$ cat config.mk
export PLATFORM = sky130hd
export DESIGN_NAME = seq_pattern_tx
export DESIGN_NICKNAME = d
export VERILOG_FILES = /design/src/rtl/seq_pattern_tx.sv
export SDC_FILE = /design/constraint.sdc
export NUM_CORES = 1
export LEC_CHECK = 0
export CAP_MARGIN = 10
export CORE_MARGIN = 3
export CORE_UTILIZATION = 55
export CTS_BUF_LIST = sky130_fd_sc_hd__clkbuf_16
export DETAILED_ROUTE_END_ITERATION = 7
export PLACE_DENSITY = 0.9
export SYNTH_ARGS = -nofsm -noshare
export SYNTH_HDL_FRONTEND = slang
export SYNTH_SLANG_ARGS = --single-unit
export TNS_END_PERCENT = 20
$ cat constraint.sdc
create_clock -name clk -period 2.5 [get_ports clk]
set_clock_uncertainty 0.1 [all_clocks]
set_input_delay 0.5 -clock clk [delete_from_list [all_inputs] [get_ports clk]]
set_output_delay 0.5 -clock clk [all_outputs]
set_load 0.01 [all_outputs]
$ cat src/rtl/seq_pattern_tx.sv
// Serial pattern transmitter: shifts a length-tagged parallel word out MSB-first with idle gaps.
// Define SEQ_TX_PARITY_EN to append one even-parity bit after each pattern.
module seq_pattern_tx #(
  parameter int   WIDTH      = 16,
  parameter int   LEN_W      = 5,
  parameter int   GAP_CYCLES = 2,
  parameter logic IDLE_BIT   = 1'b0
) (
  input  logic             clk,
  input  logic             arstn,
  input  logic             in_valid,
  output logic             in_ready,
  input  logic [WIDTH-1:0] in_data,
  input  logic [LEN_W-1:0] in_len,
  output logic             out,
  output logic             out_valid,
  output logic             last,
  output logic [7:0]       pat_cnt
);

`ifdef SEQ_TX_PARITY_EN
  localparam int PB = 1;
`else
  localparam int PB = 0;
`endif
  localparam int SW = WIDTH + PB;
  localparam int CW = $clog2(SW + 1);
  localparam int GW = (GAP_CYCLES > 1) ? $clog2(GAP_CYCLES) : 1;
  localparam logic [GW-1:0] GAP_INIT = GW'((GAP_CYCLES > 0) ? GAP_CYCLES - 1 : 0);

  typedef enum logic [1:0] {S_IDLE, S_SHIFT, S_GAP} state_t;

  state_t          state_reg;
  logic [SW-1:0]   sh_reg;
  logic [CW-1:0]   rem_reg;
  logic [GW-1:0]   gap_reg;
  logic            out_reg;
  logic            out_valid_reg;
  logic            last_reg;
  logic [7:0]      pat_cnt_reg;

  logic [LEN_W-1:0] eff_len;
  logic [CW-1:0]    total;
  logic [CW-1:0]    shamt;
  logic [SW-1:0]    data_ext;
  logic [SW-1:0]    aligned;
  logic             start;

  assign eff_len = (in_len > LEN_W'(WIDTH)) ? LEN_W'(WIDTH) : in_len;

`ifdef SEQ_TX_PARITY_EN
  // Parity covers only the bits that are actually transmitted.
  logic [WIDTH-1:0] masked;
  genvar gi;
  generate
    for (gi = 0; gi < WIDTH; gi++) begin : g_mask
      assign masked[gi] = in_data[gi] & (LEN_W'(gi) < eff_len);
    end
  endgenerate
  assign data_ext = {in_data, ^masked};
`else
  assign data_ext = in_data;
`endif

  // Left-align so the first bit to send sits at the top of the shift register.
  assign total   = CW'(eff_len) + CW'(PB);
  assign shamt   = CW'(SW) - total;
  assign aligned = data_ext << shamt;

  assign in_ready = arstn && ((state_reg == S_IDLE) ||
                              ((state_reg == S_SHIFT) && last_reg && (GAP_CYCLES == 0)));
  assign start    = in_valid && in_ready && (eff_len != '0);

  always_ff @(posedge clk or negedge arstn) begin
    if (!arstn) begin
      state_reg     <= S_IDLE;
      sh_reg        <= '0;
      rem_reg       <= '0;
      gap_reg       <= '0;
      out_reg       <= IDLE_BIT;
      out_valid_reg <= 1'b0;
      last_reg      <= 1'b0;
      pat_cnt_reg   <= 8'd0;
    end else begin
      case (state_reg)
        S_IDLE: begin
          if (start) begin
            state_reg     <= S_SHIFT;
            out_reg       <= aligned[SW-1];
            sh_reg        <= aligned << 1;
            rem_reg       <= total - CW'(1);
            last_reg      <= (total == CW'(1));
            out_valid_reg <= 1'b1;
          end
        end
        S_SHIFT: begin
          if (rem_reg != '0) begin
            out_reg  <= sh_reg[SW-1];
            sh_reg   <= sh_reg << 1;
            rem_reg  <= rem_reg - CW'(1);
            last_reg <= (rem_reg == CW'(1));
          end else begin
            pat_cnt_reg <= pat_cnt_reg + 8'd1;
            if (GAP_CYCLES > 0) begin
              state_reg     <= S_GAP;
              gap_reg       <= GAP_INIT;
              out_reg       <= IDLE_BIT;
              out_valid_reg <= 1'b0;
              last_reg      <= 1'b0;
            end else if (start) begin
              // Back-to-back: the next pattern's first bit follows immediately.
              out_reg       <= aligned[SW-1];
              sh_reg        <= aligned << 1;
              rem_reg       <= total - CW'(1);
              last_reg      <= (total == CW'(1));
              out_valid_reg <= 1'b1;
            end else begin
              state_reg     <= S_IDLE;
              out_reg       <= IDLE_BIT;
              out_valid_reg <= 1'b0;
              last_reg      <= 1'b0;
            end
          end
        end
        S_GAP: begin
          if (gap_reg == '0) state_reg <= S_IDLE;
          else gap_reg <= gap_reg - GW'(1);
        end
        default: state_reg <= S_IDLE;
      endcase
    end
  end

  assign out       = out_reg;
  assign out_valid = out_valid_reg;
  assign last      = last_reg;
  assign pat_cnt   = pat_cnt_reg;

endmodule

# Word level (Yosys, flattened, before mapping)
# Index checks and enable logic that the tools add are counted.
totals:
  output_inout_bits: 12
  n_memories: 0
  reg_bits: 35
  mem_bits_ro: 0
  ramBits: 0
  elab_cells: 61
  input_bits: 24
  latchBits: 0
op_classes:
  n_lt_le_gt_ge: 1
  n_div: 0
  reduce_logical: 14
  n_addsub: 5
  shift: 1
  mux: 23
  n_eq_ne: 8
  n_mul: 0
  bitwise_logic: 1
op_table:
  columns: ["cell", "count"]
  rows:
  - ["two-way mux 16 bit", 2]
  - ["case mux 16 bit (2 select lines)", 1]
  - ["<< shifter 16 x 5 -> 16 bit", 1]
  - ["two-way mux 5 bit", 3]
  - ["== test 5 x 1 -> 1 bit (second input constant)", 2]
  - ["case mux 5 bit (2 select lines)", 1]
  - ["nonzero test 5 bit", 2]
  - ["subtractor 5 x 1 -> 5 bit (second input constant)", 2]
  - ["AND reduction 3 bit", 3]
  - ["adder 8 x 1 -> 8 bit (second input constant)", 1]
  - ["two-way mux 1 bit", 8]
  - ["case mux 1 bit (2 select lines)", 4]
  - ["two-way mux 2 bit", 3]
  - ["inequality test 2 bit (second input constant)", 3]
  - ["case mux 2 bit (3 select lines)", 1]
  - ["AND reduction 2 bit", 3]
  - ["> comparator 5 bit (second input constant)", 1]
  - ["subtractor 5 bit (first input constant)", 1]
  - ["nonzero test 2 bit", 2]
  - ["logical AND 1 bit", 3]
  - ["== test 2 x 1 -> 1 bit (second input constant)", 1]
  - ["== test 2 bit (second input constant)", 1]
  - ["zero test 2 bit", 1]
  - ["inequality test 2 x 1 -> 1 bit (second input constant)", 1]
  - ["other kinds (2)", 2]

# Logic depth before layout (Yosys ltp)
logic_depth:
  depth_word: 6
  mapped_depth: 16
  mapped_depth_nobuf: 11

# Worst setup path before layout
# OpenSTA, ideal clock, no wires.
synth_path:
  path_kind: "input port to flip-flop"
  start: "input in_len[0]"
  end: "register sh_reg[14]"
  n_path_buf: 5
  stages: 16
  t_arrival_ns: 2.727
  setup_ns: 0.131
  t_required_ns: 2.269
  slack_ns: -0.459
  path_cell_list: "buf_6 -> nor2b_4 -> buf_6 -> inv_2 -> buf_2 -> ha_1 -> buf_2 -> o21a_1 -> ha_1 -> and3b_1 -> buf_2 -> nor2_1 -> inv_2 -> and3_1 -> a221oi_2 -> o31ai_1"
synth_via:
  elab_chain_cells: 6
  elab_cells_between_ends: 10
  cone_classes: "add/sub (1); order compare (1); eq/ne (1); shift (1); mux (3); reduce/logical (3)"
synth_lines:
  columns: ["item", "line", "rtl"]
  rows:
  - ["from (decl)", "14", "input logic [LEN_W-1:0] in_len,"]
  - ["> comparator 5 bit", "49", "assign eff_len = (in_len > LEN_W'(WIDTH)) ? LEN_W'(WIDTH) : in_len;"]
  - ["two-way mux 5 bit (*)", "49", null]
  - ["subtractor 5 bit / nonzero test 5 bit (equally long branches)", "67, 72", null]
  - ["<< shifter 16 x 5 -> 16 bit / logical AND 1 bit (equally long branches)", "68, 72", null]
  - ["two-way mux 16 bit / inequality test 2 bit (equally long branches)", null, null]
  - ["case mux 16 bit (2 select lines) / AND reduction 3 bit (equally long branches)", null, null]
  - ["to (signal assigned)", "90", "sh_reg <= aligned << 1;"]
  - ["to (signal assigned)", "99", "sh_reg <= sh_reg << 1;"]
  - ["to (signal assigned)", "113", "sh_reg <= aligned << 1;"]
  - ["to (decl)", "34", "logic [SW-1:0] sh_reg;"]
# Mark *: on every way between the ends. The rest lies on a longest branch, timed or not. The select of a mux whose other input is x is not followed.
# A chain may end at the register's enable or synchronous reset.

# Worst setup path after layout
layout_path:
  start: "input in_len[0]"
  end: "register out_reg (netlist: out)"
layout_via:
  elab_chain_cells: 6
  elab_cells_between_ends: 10
  cone_classes: "add/sub (1); order compare (1); eq/ne (1); shift (1); mux (3); reduce/logical (3)"
layout_lines:
  columns: ["item", "line", "rtl"]
  rows:
  - ["> comparator 5 bit", "49", null]
  - ["two-way mux 5 bit (*)", "49", null]
  - ["subtractor 5 bit / nonzero test 5 bit (equally long branches)", "67, 72", null]
  - ["<< shifter 16 x 5 -> 16 bit / logical AND 1 bit (equally long branches)", "68, 72", null]
  - ["two-way mux 1 bit / inequality test 2 bit (equally long branches)", null, null]
  - ["case mux 1 bit (2 select lines) / AND reduction 2 bit (equally long branches)", null, null]
  - ["to (signal assigned)", "89", "out_reg <= aligned[SW-1];"]
  - ["to (signal assigned)", "98", "out_reg <= sh_reg[SW-1];"]
  - ["to (signal assigned)", "112", "out_reg <= aligned[SW-1];"]
  - ["to (decl)", "37", "logic out_reg;"]
# Marks and branches as above.

==> run metrics <==
# placed instances 400; proportion of layout cells with a drive suffix above 1 0.314; latest clock arrival within the worst-skew pair between 200 and 300 ps; HPWL after detailed placement 5920 um; Core Area between 4000 and 5000 um^2; Antenna Diode Count 0; most frequent cells in the layout 48 x sky130_fd_sc_hd__buf_4, 34 x sky130_fd_sc_hd__dfrtp_1, 32 x sky130_fd_sc_hd__clkdlybuf4s50_1; destination of the worst register-to-register timing path sh_reg[14]; area share of the leading cell type in the synthesized netlist 0.326; via density per instance 6.82; post-synthesis to final-layout area growth 43.1%; top_reg_cell synth sky130_fd_sc_hd__dfrtp_1; Pwr Density 838 nW/um^2; worst-case reg-to-reg path depth 9; total grt overflow 0; layout net count approximately 390; required arrival time at the worst endpoint between 2000 and 3000 ps; top-level port count 36; final standard cell utilization of the core 0.835; worst max-slew margin expressed relative to the limit 0.698; final critical delay including setup and external delays between 2000 and 3000 ps; parity-gate share of the synthesized area counting xor and xnor cells 0.0407; most common cell after layout, fill and taps aside sky130_fd_sc_hd__buf_4; result of the run finished with violations; final hold violations 0; Final Instance Count excl. Fillers between 400 and 500; number of different library cells in the post-synthesis netlist between 40 and 50; maximum achievable frequency roughly 0.40 GHz; full die area 5610 um^2; hold path start pat_cnt[7]; level count of the clock H-tree 2; maximum fanout count along the critical path 14; number of rows created at floorplan 24; Synth Net Count approximately 310; Final Worst Setup Slack -16.4 ps; number of antenna violations at the first check in global routing 0; Vias 2832; adder-cell area share of the yosys netlist 0.0384; number of search-and-repair iterations in the first detailed-routing pass 5; simple-gate area share of the yosys netlist 0.192; Synth async-reset ratio 1.00; Die X ~75 um; share of the clock period used by the worst path after layout 1.01; clock tree from TritonCTS yes; endpoint with the worst hold slack pat_cnt[7]; synthesized-area fraction occupied by ao, oa, aoi and oai cells 0.162; sequential element share of the synthesized area 0.326; buffer levels on the longest clock path 2; Inserted Clock Buffers 5; data arrival time of the critical path approximately 2600 ps; pin slew with the least headroom to its limit about 450 ps; TNS Setup -33.5 ps; Seq cells post-synth 34; kind of launch point of the worst setup path input port; worst min-delay path class register to register; effective utilization at floorplan 0.583; post-layout total power 3.13 mW; Area contributors post-synth sky130_fd_sc_hd__dfrtp_1 33%, sky130_fd_sc_hd__mux2i_1 8.1%, sky130_fd_sc_hd__mux4_2 6.9%; share of cell area taken by muxes after synthesis 0.188; area of all placed cells without fillers ~3700 um^2; Placement Setup Slack -498 ps; max_cap viols 0; number of flip-flops in the largest register 15; Hold Crit Depth 1; main combinational cell family by area after synthesis simple AND/OR/NAND/NOR gates; buffer cell driving the clock tree root sky130_fd_sc_hd__clkbuf_16; VDD IR-drop max roughly 0.00067 V; standard cell area after detailed placement ~3400 um^2; number of enable-type register cells in the synthesized netlist 0; DR WL/cell about 22 um; count of final max-slew check failures 0; synthesized instance count 282; number of global-route vias before repair around 2900; static leakage power 1.64 nW; wire length reported by the detailed router ~9200 um; y dimension of the die 74.9 um; pin count of the biggest net entering global routing 35; worst hold slack between 300 and 400 ps; minimum setup slack among reg-to-reg paths about 500 ps; post-synth design cell area 2610 um^2; Worst-path clk slew about 60 ps; violated checks negative setup slack; total number of clock tree sinks 34; CP endpoint kind register; leading area contributor after synthesis sky130_fd_sc_hd__dfrtp_1; number of nets still failing antenna checks after routing 0; final estimated routing congestion in global placement 0.933; DR iter-0 viols a little over 300; DRC Markers 0; number of warnings reported in the yosys synthesis log 0; total of endpoints with negative setup slack in the final report 3; Setup Crit Path Kind input port to register; Worst R2R Start rem_reg[2]; Avg Synthesized Cell Area between 9 and 10 um^2; first-pass GRT wire length 13800 um; number of I/O port buffers 35; number of fillers in the final layout roughly 220; total track usage 0.329
cells in the mapped netlist (3+ instances only):
library cell and count:
sky130_fd_sc_hd__inv_2 3, sky130_fd_sc_hd__dfrtp_1 34, sky130_fd_sc_hd__inv_1 5, sky130_fd_sc_hd__o22ai_1 3
sky130_fd_sc_hd__and3_1 5, sky130_fd_sc_hd__buf_2 9, sky130_fd_sc_hd__o21ai_0 7, sky130_fd_sc_hd__xor2_1 3
sky130_fd_sc_hd__a31oi_1 5, sky130_fd_sc_hd__o21ai_1 8, sky130_fd_sc_hd__mux2_2 3, sky130_fd_sc_hd__mux2i_1 21
sky130_fd_sc_hd__ha_1 8, sky130_fd_sc_hd__nand4_1 3, sky130_fd_sc_hd__a221oi_1 4, sky130_fd_sc_hd__o32ai_1 3
sky130_fd_sc_hd__nand2b_1 4, sky130_fd_sc_hd__nor2_1 29, sky130_fd_sc_hd__mux4_2 8, sky130_fd_sc_hd__xnor2_1 6
sky130_fd_sc_hd__nand3_1 11, sky130_fd_sc_hd__buf_6 3, sky130_fd_sc_hd__nand3b_1 3, sky130_fd_sc_hd__clkbuf_1 4
sky130_fd_sc_hd__nand2_1 31, sky130_fd_sc_hd__nor3_1 6, sky130_fd_sc_hd__a21oi_1 25
metal layers:
metal / global-route usage / routed length [um] / up-vias
met5: 0 / 0 / -
met3: 0.0814 / 699 / 77
met4: 0.172 / 653 / 0
li1: - / - / 1202
met2: 0.582 / 4650 / 210
met1: 0.363 / 3200 / 1343
worst max-delay path, stage by stage:
cell	delay, ps
sky130_fd_sc_hd__dlygate4sd2_1	270
sky130_fd_sc_hd__nor2b_4	250
sky130_fd_sc_hd__buf_6	130
sky130_fd_sc_hd__ha_4	200
sky130_fd_sc_hd__buf_12	160
sky130_fd_sc_hd__buf_4	170
sky130_fd_sc_hd__mux2i_1	120
sky130_fd_sc_hd__mux4_2	460
sky130_fd_sc_hd__nand2_1	90
sky130_fd_sc_hd__nand3_1	110
sky130_fd_sc_hd__a21oi_2	150
timing repair:
item                                    4_1_cts  5_1_grt
hold buffers                                  0        0
resized for setup                            20       17
pin swaps                                     7        5
setup buffers                                 3        4
endpoints found under the setup margin       22       16
power by group:
part / internal, mW / switching (mW) / total (mW)
sequential: 0.752 / 0.158 / 0.910
combinational: 0.739 / 0.885 / 1.62
clock: 0.363 / 0.233 / 0.596
final cells by class:
| class | count | area, um^2 | area share |
|---|---|---|---|
| multi-input cells | 222 | 1810 | 0.485 |
| flip-flops and latches | 34 | 851 | 0.228 |
| repair buffers | 91 | 832 | 0.223 |
| clock buffers | 5 | 125 | 0.0335 |
| well taps | 52 | 65.1 | 0.0174 |
| inverters | 8 | 35.0 | 0.00938 |
| clock inverters | 3 | 16.3 | 0.00436 |
cell families (layout without fill, tap and decap cells):
kind of cell	Yosys count	after routing
simple gates	102	102
compound gates	67	67
mux	35	35
flops	34	34
buf+inv	26	107
xor+xnor	10	10
fa+ha+maj	8	8
how the worst max path moves through the flow:
| stage | slack [ps] | cells past startpoint | start | to |
|---|---|---|---|---|
| after floorplan | -140 | 16 | in_len[0] | sh_reg[14] |
| after global placement | -390 | 11 | in_len[4] | sh_reg[5] |
| after detailed placement | -500 | 10 | in_len[4] | sh_reg[7] |
| after CTS | 40 | 3 | arstn | in_ready |
| after global routing | -70 | 10 | in_len[0] | sh_reg[12] |
| final | -20 | 11 | in_len[0] | out |
(Power assumes the default switching activity.)
